### src/rtl/fir_decim_requant.sv
// fir_decim_requant
// Decimating requantiser placed after the symmetric odd FIR. It keeps one
// sample out of every DECIM valid inputs (the one at index PHASE), then rounds
// it half-up, shifts it right arithmetically by SHIFT and saturates it to
// OUT_WIDTH bits. Results go into a 2-entry FIFO with a valid/ready handshake
// toward the consumer.
// The FIR upstream cannot be stalled. When a result arrives at a full FIFO
// that is not being popped, the result is dropped and the sticky overrun flag
// is set.
// Optional build macro FIR_DECIM_REQUANT_SAT_CNT_EN adds a 16-bit saturating
// counter, sat_cnt, of clipped stage-1 samples. The counter is cleared by
// clr_overrun.
// The reset, arst_n, is synchronous and active low.

module fir_decim_requant #(
  parameter int IN_WIDTH  = 25,
  parameter int OUT_WIDTH = 16,
  parameter int SHIFT     = 8,
  parameter int DECIM     = 4,
  parameter int PHASE     = 0
) (
  input  logic                        clk,
  input  logic                        arst_n,
  input  logic signed [IN_WIDTH-1:0]  data_in,
  input  logic                        valid_in,
  output logic signed [OUT_WIDTH-1:0] data_out,
  output logic                        valid_out,
  input  logic                        ready_in,
  output logic                        sat_out,
  output logic                        overrun,
`ifdef FIR_DECIM_REQUANT_SAT_CNT_EN
  output logic [15:0]                 sat_cnt,
`endif
  input  logic                        clr_overrun
);

  // ---------------------------------------------------------------------------
  // Derived constants
  // ---------------------------------------------------------------------------
  // Phase counter width (at least one bit so DECIM = 1 still elaborates)
  localparam int PW = (DECIM > 1) ? $clog2(DECIM) : 1;
  // One guard bit above the input so the rounding add cannot wrap
  localparam int RW = IN_WIDTH + 1;

  localparam logic [PW-1:0] PHASE_L = PW'(PHASE);
  localparam logic [PW-1:0] LAST_L  = PW'(DECIM - 1);

  // Half an LSB of the shifted result; zero when no shift is applied
  localparam logic signed [RW-1:0] RND =
    (SHIFT > 0) ? RW'(longint'(1) << ((SHIFT > 0) ? SHIFT - 1 : 0)) : '0;

  // Saturation limits at the wide width (for compare) and at output width
  localparam logic signed [RW-1:0] SAT_MAX = RW'((longint'(1) << (OUT_WIDTH - 1)) - 1);
  localparam logic signed [RW-1:0] SAT_MIN = ~SAT_MAX;

  localparam logic signed [OUT_WIDTH-1:0] OUT_MAX = {1'b0, {(OUT_WIDTH-1){1'b1}}};
  localparam logic signed [OUT_WIDTH-1:0] OUT_MIN = {1'b1, {(OUT_WIDTH-1){1'b0}}};

  // ---------------------------------------------------------------------------
  // Phase selection
  // ---------------------------------------------------------------------------
  logic [PW-1:0] r_phase;
  logic          w_keep;

  // Count valid input samples modulo DECIM; idle cycles do not advance
  always_ff @(posedge clk) begin
    if (!arst_n) begin
      r_phase <= '0;
    end else if (valid_in) begin
      r_phase <= (r_phase == LAST_L) ? '0 : r_phase + PW'(1);
    end
  end

  assign w_keep = valid_in && (r_phase == PHASE_L);

  // ---------------------------------------------------------------------------
  // Stage 1: round, shift, saturate
  // ---------------------------------------------------------------------------
  logic signed [RW-1:0]        w_ext;
  logic signed [RW-1:0]        w_rnd;
  logic signed [RW-1:0]        w_q;
  logic signed [OUT_WIDTH-1:0] w_req_data;
  logic                        w_req_sat;

  assign w_ext = {data_in[IN_WIDTH-1], data_in};
  assign w_rnd = w_ext + RND;
  assign w_q   = w_rnd >>> SHIFT;

  // Clip the shifted value into the signed OUT_WIDTH range and flag clipping
  always_comb begin
    w_req_data = w_q[OUT_WIDTH-1:0];
    w_req_sat  = 1'b0;
    if (w_q > SAT_MAX) begin
      w_req_data = OUT_MAX;
      w_req_sat  = 1'b1;
    end else if (w_q < SAT_MIN) begin
      w_req_data = OUT_MIN;
      w_req_sat  = 1'b1;
    end
  end

  logic                        r_s1_valid;
  logic signed [OUT_WIDTH-1:0] r_s1_data;
  logic                        r_s1_sat;

  // Register the requantised kept sample together with its clip flag
  always_ff @(posedge clk) begin
    if (!arst_n) begin
      r_s1_valid <= 1'b0;
      r_s1_data  <= '0;
      r_s1_sat   <= 1'b0;
    end else begin
      r_s1_valid <= w_keep;
      if (w_keep) begin
        r_s1_data <= w_req_data;
        r_s1_sat  <= w_req_sat;
      end
    end
  end

  // ---------------------------------------------------------------------------
  // Stage 2: 2-entry FIFO, head register drives the outputs
  // ---------------------------------------------------------------------------
  logic [1:0]                  r_count;
  logic signed [OUT_WIDTH-1:0] r_head_data;
  logic                        r_head_sat;
  logic signed [OUT_WIDTH-1:0] r_tail_data;
  logic                        r_tail_sat;
  logic                        w_pop;
  logic                        w_push;
  logic                        w_drop;

  assign w_pop  = (r_count != 2'd0) && ready_in;
  // A full FIFO still accepts a push when the head leaves in the same cycle
  assign w_push = r_s1_valid && ((r_count != 2'd2) || w_pop);
  assign w_drop = r_s1_valid && (r_count == 2'd2) && !w_pop;

  // Update the head/tail entries and the occupancy count
  always_ff @(posedge clk) begin
    if (!arst_n) begin
      r_count     <= 2'd0;
      r_head_data <= '0;
      r_head_sat  <= 1'b0;
      r_tail_data <= '0;
      r_tail_sat  <= 1'b0;
    end else begin
      case (r_count)
        2'd0: begin
          if (w_push) begin
            r_head_data <= r_s1_data;
            r_head_sat  <= r_s1_sat;
            r_count     <= 2'd1;
          end
        end
        2'd1: begin
          case ({w_push, w_pop})
            2'b11: begin
              // Head leaves, new sample becomes the head directly
              r_head_data <= r_s1_data;
              r_head_sat  <= r_s1_sat;
            end
            2'b01: begin
              // Head register keeps its last value while empty
              r_count <= 2'd0;
            end
            2'b10: begin
              r_tail_data <= r_s1_data;
              r_tail_sat  <= r_s1_sat;
              r_count     <= 2'd2;
            end
            default: begin
            end
          endcase
        end
        2'd2: begin
          if (w_pop) begin
            r_head_data <= r_tail_data;
            r_head_sat  <= r_tail_sat;
            if (w_push) begin
              r_tail_data <= r_s1_data;
              r_tail_sat  <= r_s1_sat;
            end else begin
              r_count <= 2'd1;
            end
          end
        end
        default: begin
          r_count <= 2'd0;
        end
      endcase
    end
  end

  assign valid_out = (r_count != 2'd0);
  assign data_out  = r_head_data;
  assign sat_out   = r_head_sat;

  // ---------------------------------------------------------------------------
  // Sticky overrun flag
  // ---------------------------------------------------------------------------
  logic r_overrun;

  // A drop takes priority over a clear arriving in the same cycle
  always_ff @(posedge clk) begin
    if (!arst_n) begin
      r_overrun <= 1'b0;
    end else if (w_drop) begin
      r_overrun <= 1'b1;
    end else if (clr_overrun) begin
      r_overrun <= 1'b0;
    end
  end

  assign overrun = r_overrun;

`ifdef FIR_DECIM_REQUANT_SAT_CNT_EN
  // ---------------------------------------------------------------------------
  // Saturation event counter (counts clipped stage-1 samples, even dropped ones)
  // ---------------------------------------------------------------------------
  logic [15:0] r_sat_cnt;

  // Count clipped samples leaving stage 1, holding at all-ones
  always_ff @(posedge clk) begin
    if (!arst_n) begin
      r_sat_cnt <= '0;
    end else if (clr_overrun) begin
      r_sat_cnt <= '0;
    end else if (r_s1_valid && r_s1_sat && (r_sat_cnt != 16'hFFFF)) begin
      r_sat_cnt <= r_sat_cnt + 16'd1;
    end
  end

  assign sat_cnt = r_sat_cnt;
`endif

endmodule

### config.mk
export PLATFORM = sky130hd
export DESIGN_NAME = fir_decim_requant
export DESIGN_NICKNAME = d
export VERILOG_FILES = /design/src/rtl/fir_decim_requant.sv
export SDC_FILE = /design/constraint.sdc
export NUM_CORES = 1
export LEC_CHECK = 0
export CAP_MARGIN = 10
export CORE_MARGIN = 2
export CORE_UTILIZATION = 53
export DETAILED_ROUTE_END_ITERATION = 8
export PLACE_DENSITY = 0.86
export SLEW_MARGIN = 20
export SYNTH_ARGS = -nofsm -noshare
export SYNTH_HDL_FRONTEND = slang
export SYNTH_SLANG_ARGS = --single-unit
### constraint.sdc
create_clock -name clk -period 3.1 [get_ports clk]
set_input_delay 0.775 -clock clk [delete_from_list [all_inputs] [get_ports clk]]
set_output_delay 0.775 -clock clk [all_outputs]
set_load 0.05 [all_outputs]
==> results_tabular.tex <==
\begin{tabular}{lr}
\hline
Metric & Value \\
\hline
\multicolumn{2}{l}{\textbf{Timing}} \\
Number of slew-limit violations in the final report & 0 \\
Actual transition at the worst max-transition pin & 0.9256 ns \\
Maximum clock frequency & 381.8 MHz \\
Worst hold slack across all endpoints & 0.4962 ns \\
Final worst path period share & 0.8449 \\
Worst Skew & 0.003730 ns \\
Min Tclk post-route & 2.619 ns \\
\# setup viols final & 0 \\
Hold violation count in the final report & 0 \\
Tightest slew margin relative to the limit & 0.3810 \\
Aggregate negative setup slack & 0 ns \\
Setup repair after global routing missed its margin & false \\
\multicolumn{2}{l}{\textbf{Pwr}} \\
Share of total power in combinational logic & 0.195 \\
Register share of total power & 0.435 \\
Share of total power consumed by net switching & 0.2700 \\
Total internal power & 1.386 mW \\
Power share of the clock group & 0.369 \\
Switching power summed over all nets & 0.5127 mW \\
Power consumption & 1.899 mW \\
Leak & 1.697 nW \\
Pwr dens & $\sim$540 mW/mm2 \\
Max rail drop VDD & between 0.2 and 0.25 mV \\
\multicolumn{2}{l}{\textbf{Synth}} \\
Gate Count Post-Synth & between 200 and 300 \\
Yosys warning total & 0 \\
Synthesized Nets & 323 \\
Number of unique standard cell types used by synthesis & 43 \\
Register bit total from synthesis & 57 \\
Syn\_area\_per\_cell & 9.677 um2 \\
Synthesized cell area & $\sim$0.0028 mm2 \\
Sequential element share of the synthesized area & 0.4066 \\
\multicolumn{2}{l}{\textbf{Cells and area}} \\
Total inserted antenna cells & 0 \\
Layout Area Growth over Synthesis & 25.72\% \\
Share of final-layout standard cells stronger than drive strength 1 & 0.1676 \\
Layout Nets & 368 \\
\multicolumn{2}{l}{\textbf{Status}} \\
Outcome & finished clean \\
\multicolumn{2}{l}{\textbf{Clock tree}} \\
Register clock-pin slew on the reported worst setup and hold paths & 0.06 ns \\
Number of buffers added by the clock tree synthesis step & 9 \\
Clock latency at the later pin of the worst-skew pair & between 0.3 and 0.4 ns \\
Hold-fix buffers, CTS & 0 \\
CTS Buffer Depth & 2 \\
CTS tree & done \\
\# clock sinks & 57 \\
Post-cts gate resize count & 0 \\
Buffers inserted by post-CTS timing repair & 0 \\
Root Buffer Master & clkbuf\_8 \\
CTS HTree Levels & 3 \\
\multicolumn{2}{l}{\textbf{Worst setup path}} \\
Element type at the critical path start & input pin \\
Logic depth of the worst register-to-register path & 5 \\
Kind of end point of the critical path & register \\
Type of the worst setup path & input pin to register \\
Delay of the slowest cell on the worst path & 0.52 ns \\
Start point of the critical path & data\_in[7] \\
Cell type of the slowest stage on the worst timing path & clkdlybuf4s50\_1 \\
Data required time at the worst endpoint & 3.32 ns \\
Worst path cell trace & clkdlybuf4s50\_1, ha\_1, nand4\_1, nor4\_1, a211o\_1, nand3\_1, buf\_4, o221a\_2 \\
Data arrival time at the worst-slack endpoint & 2.84 ns \\
Worst R2R Setup Slack & between 1 and 1.5 ns \\
Crit path capture & r\_s1\_data[0]\$\_SDFFE\_PN0P\_ \\
Capture point of the worst reg-to-reg path & data\_out[7]\$\_SDFFE\_PN0P\_ \\
Crit-path max FO & 15 \\
R2R Path Start & r\_count[0]\$\_SDFFE\_PN0P\_ \\
\multicolumn{2}{l}{\textbf{Global route}} \\
Wire length of the first global-routing pass & 9515 um \\
Overflow left after global routing & 0 \\
Overall fraction of global-route tracks in use & 0.1979 \\
Number of antenna violations at the first check in global routing & 0 \\
Via count of the first global-routing pass & 2,172 \\
Largest net degree at the start of global routing & 32 \\
\multicolumn{2}{l}{\textbf{Placed design}} \\
Routability cong. & 0.8230 \\
Port-buffer cells & 41 \\
Final HPWL from detailed placement & 3859 um \\
\multicolumn{2}{l}{\textbf{Route}} \\
Met3 layer wire length in the routed design & 229 um \\
Total via count in the routed design & 2,250 \\
Post-Route M1 WL & 2526 um \\
Post-route DRC & 0 \\
1st-iter DRT viols & 121 \\
Final routed wirelength across all metal layers & 5337 um \\
Sum of met2 wire segment lengths after detailed routing & 2496 um \\
Mean number of vias per cell & 5.488 \\
Top routing layer in use & met4 \\
First-pass DRT Iterations & 4 \\
Average wire length per cell after detail routing & 13.02 um \\
Final ANT Viol Nets & 0 \\
\multicolumn{2}{l}{\textbf{Floorplanning}} \\
Core footprint & 0.005107 mm2 \\
Die boundary width & 76.77 um \\
Top-Level Pins & 49 \\
Vert. Die Dim & 76.77 um \\
Initial Utilization & 0.5495 \\
Num rows & 26 \\
Die outline area & 0.005893 mm2 \\
\multicolumn{2}{l}{\textbf{Min path}} \\
Worst Hold Class & register to register \\
\multicolumn{2}{l}{\textbf{Flow run}} \\
Max cap viols & 0 \\
\hline
\end{tabular}
area by class of cell:
type | instances | area (um2)
repair buffers | 55 | 515.5
inverters | 6 | 22.52
clock buffers | 14 | 172.7
fillers | 401 | 1579
flip-flops and latches | 57 | 1141
multi-input cells | 206 | 1554
well taps | 70 | 87.58
clock inverters | 2 | 35.03
worst min path at each step:
stage,cells past startpoint,startpoint,slack [ns],end
2_1_floorplan,2,r_s1_data[15]$_SDFFE_PN0P_,0.47,r_s1_data[15]$_SDFFE_PN0P_
3_3_place_gp,1,data_out[6]$_SDFFE_PN0P_,0.48,data_out[6]$_SDFFE_PN0P_
3_5_place_dp,1,data_out[7]$_SDFFE_PN0P_,0.49,data_out[7]$_SDFFE_PN0P_
4_1_cts,1,data_out[12]$_SDFFE_PN0P_,0.50,data_out[12]$_SDFFE_PN0P_
5_1_grt,1,data_out[11]$_SDFFE_PN0P_,0.52,data_out[11]$_SDFFE_PN0P_
6_report,1,data_out[12]$_SDFFE_PN0P_,0.50,data_out[12]$_SDFFE_PN0P_
state kept, by name, indices dropped and copies added (netlist names):
register	count
overrun	1
r_s1_sat	1
r_s1_data	16
r_s1_valid	1
r_phase	2
r_tail_data	16
data_out	16
r_count	2
r_tail_sat	1
sat_out	1
power by group through the flow:
stage,sequential [mW],clock (mW),combinational (mW)
after global placement,0.838,0,0.364
final,0.827,0.701,0.371
after floorplan,0.912,0,0.166
after CTS,0.826,0.717,0.374
after detailed placement,0.842,0,0.372
after global routing,0.834,0.758,0.401
cell usage in the layout, fill, tap and decap left out, types with 6 or more instances in the layout:
master            n
clkdlybuf4s50_1  41
dfxtp_1          57
nand3_1           6
a21oi_1          15
xnor2_1           7
clkbuf_8         12
o221a_2          15
o211a_1          17
mux2i_1          36
inv_1             6
nor2_1            6
nand2_1          28
nor2b_1          23
buf_4            14
worst max-delay path, delay by kind of cell:
| kind | cells | cell delay, ns |
|---|---|---|
| adder cells (fa/ha/maj) | 1 | 0.22 |
| AO/OA/AOI/OAI | 2 | 0.48 |
| AND/OR/NAND/NOR | 3 | 0.64 |
| buffers and inverters | 2 | 0.72 |
synth_stat cells, drive strengths merged:
master,count,area (um2)
xnor2,7,61.31
nor2b,23,143.9
o221a,15,168.9
nor2,6,22.52
o21ai,7,35.03
inv,6,22.52
and2,3,18.77
a21oi,15,75.07
o211ai,1,7.510
dfxtp,57,1141
a31oi,1,6.260
or2,2,12.51
clkbuf,13,48.80
nor3b,3,22.52
and4,1,10.01
o211a,17,170.2
nor3,1,5.000
a21boi,3,22.52
nand3,7,40.04
nor4,3,18.77
or3,4,30.03
mux2i,36,360.4
or4,2,20.02
and3,1,6.260
nand2,28,105.1
buf,8,47.54
o21a,1,7.510
o22ai,1,6.260
ha,3,37.54
nand2b,2,12.51
o31ai,1,21.27
nand4,3,25.02
a22oi,3,22.52
a211o,1,8.760
xor2,4,35.03
nand3b,1,7.510
routing by layer:
metal,GRT usage,up-vias
met5,0,-
met4,0.08909,0
met2,0.3193,55
met3,0.05882,8
li1,-,1146
met1,0.2432,1041
stage by stage:
step | util | cells | cell area, um2 | worst slack, ns
floorplan | - | 290 | 2806 | 0.6833
global placement | 0.6502 | 394 | 3321 | 0.1863
detailed placement | 0.6502 | 394 | 3321 | 0.1485
CTS | 0.6908 | 410 | 3528 | 0.5044
global route | 0.6908 | 410 | 3528 | 0.3208
finish | 0.6908 | 410 | 3528 | 0.4809
kinds of logic after synthesis:
group	after synthesis	synth area share
XOR/XNOR	11	0.03433
multiplexers	36	0.1284
AO/OA/AOI/OAI	66	0.1966
flip-flops	57	0.4066
adder cells (fa/ha/maj)	3	0.01338
buffers and inverters	27	0.04235
AND/OR/NAND/NOR	90	0.1783
(Power assumes the default switching activity.)
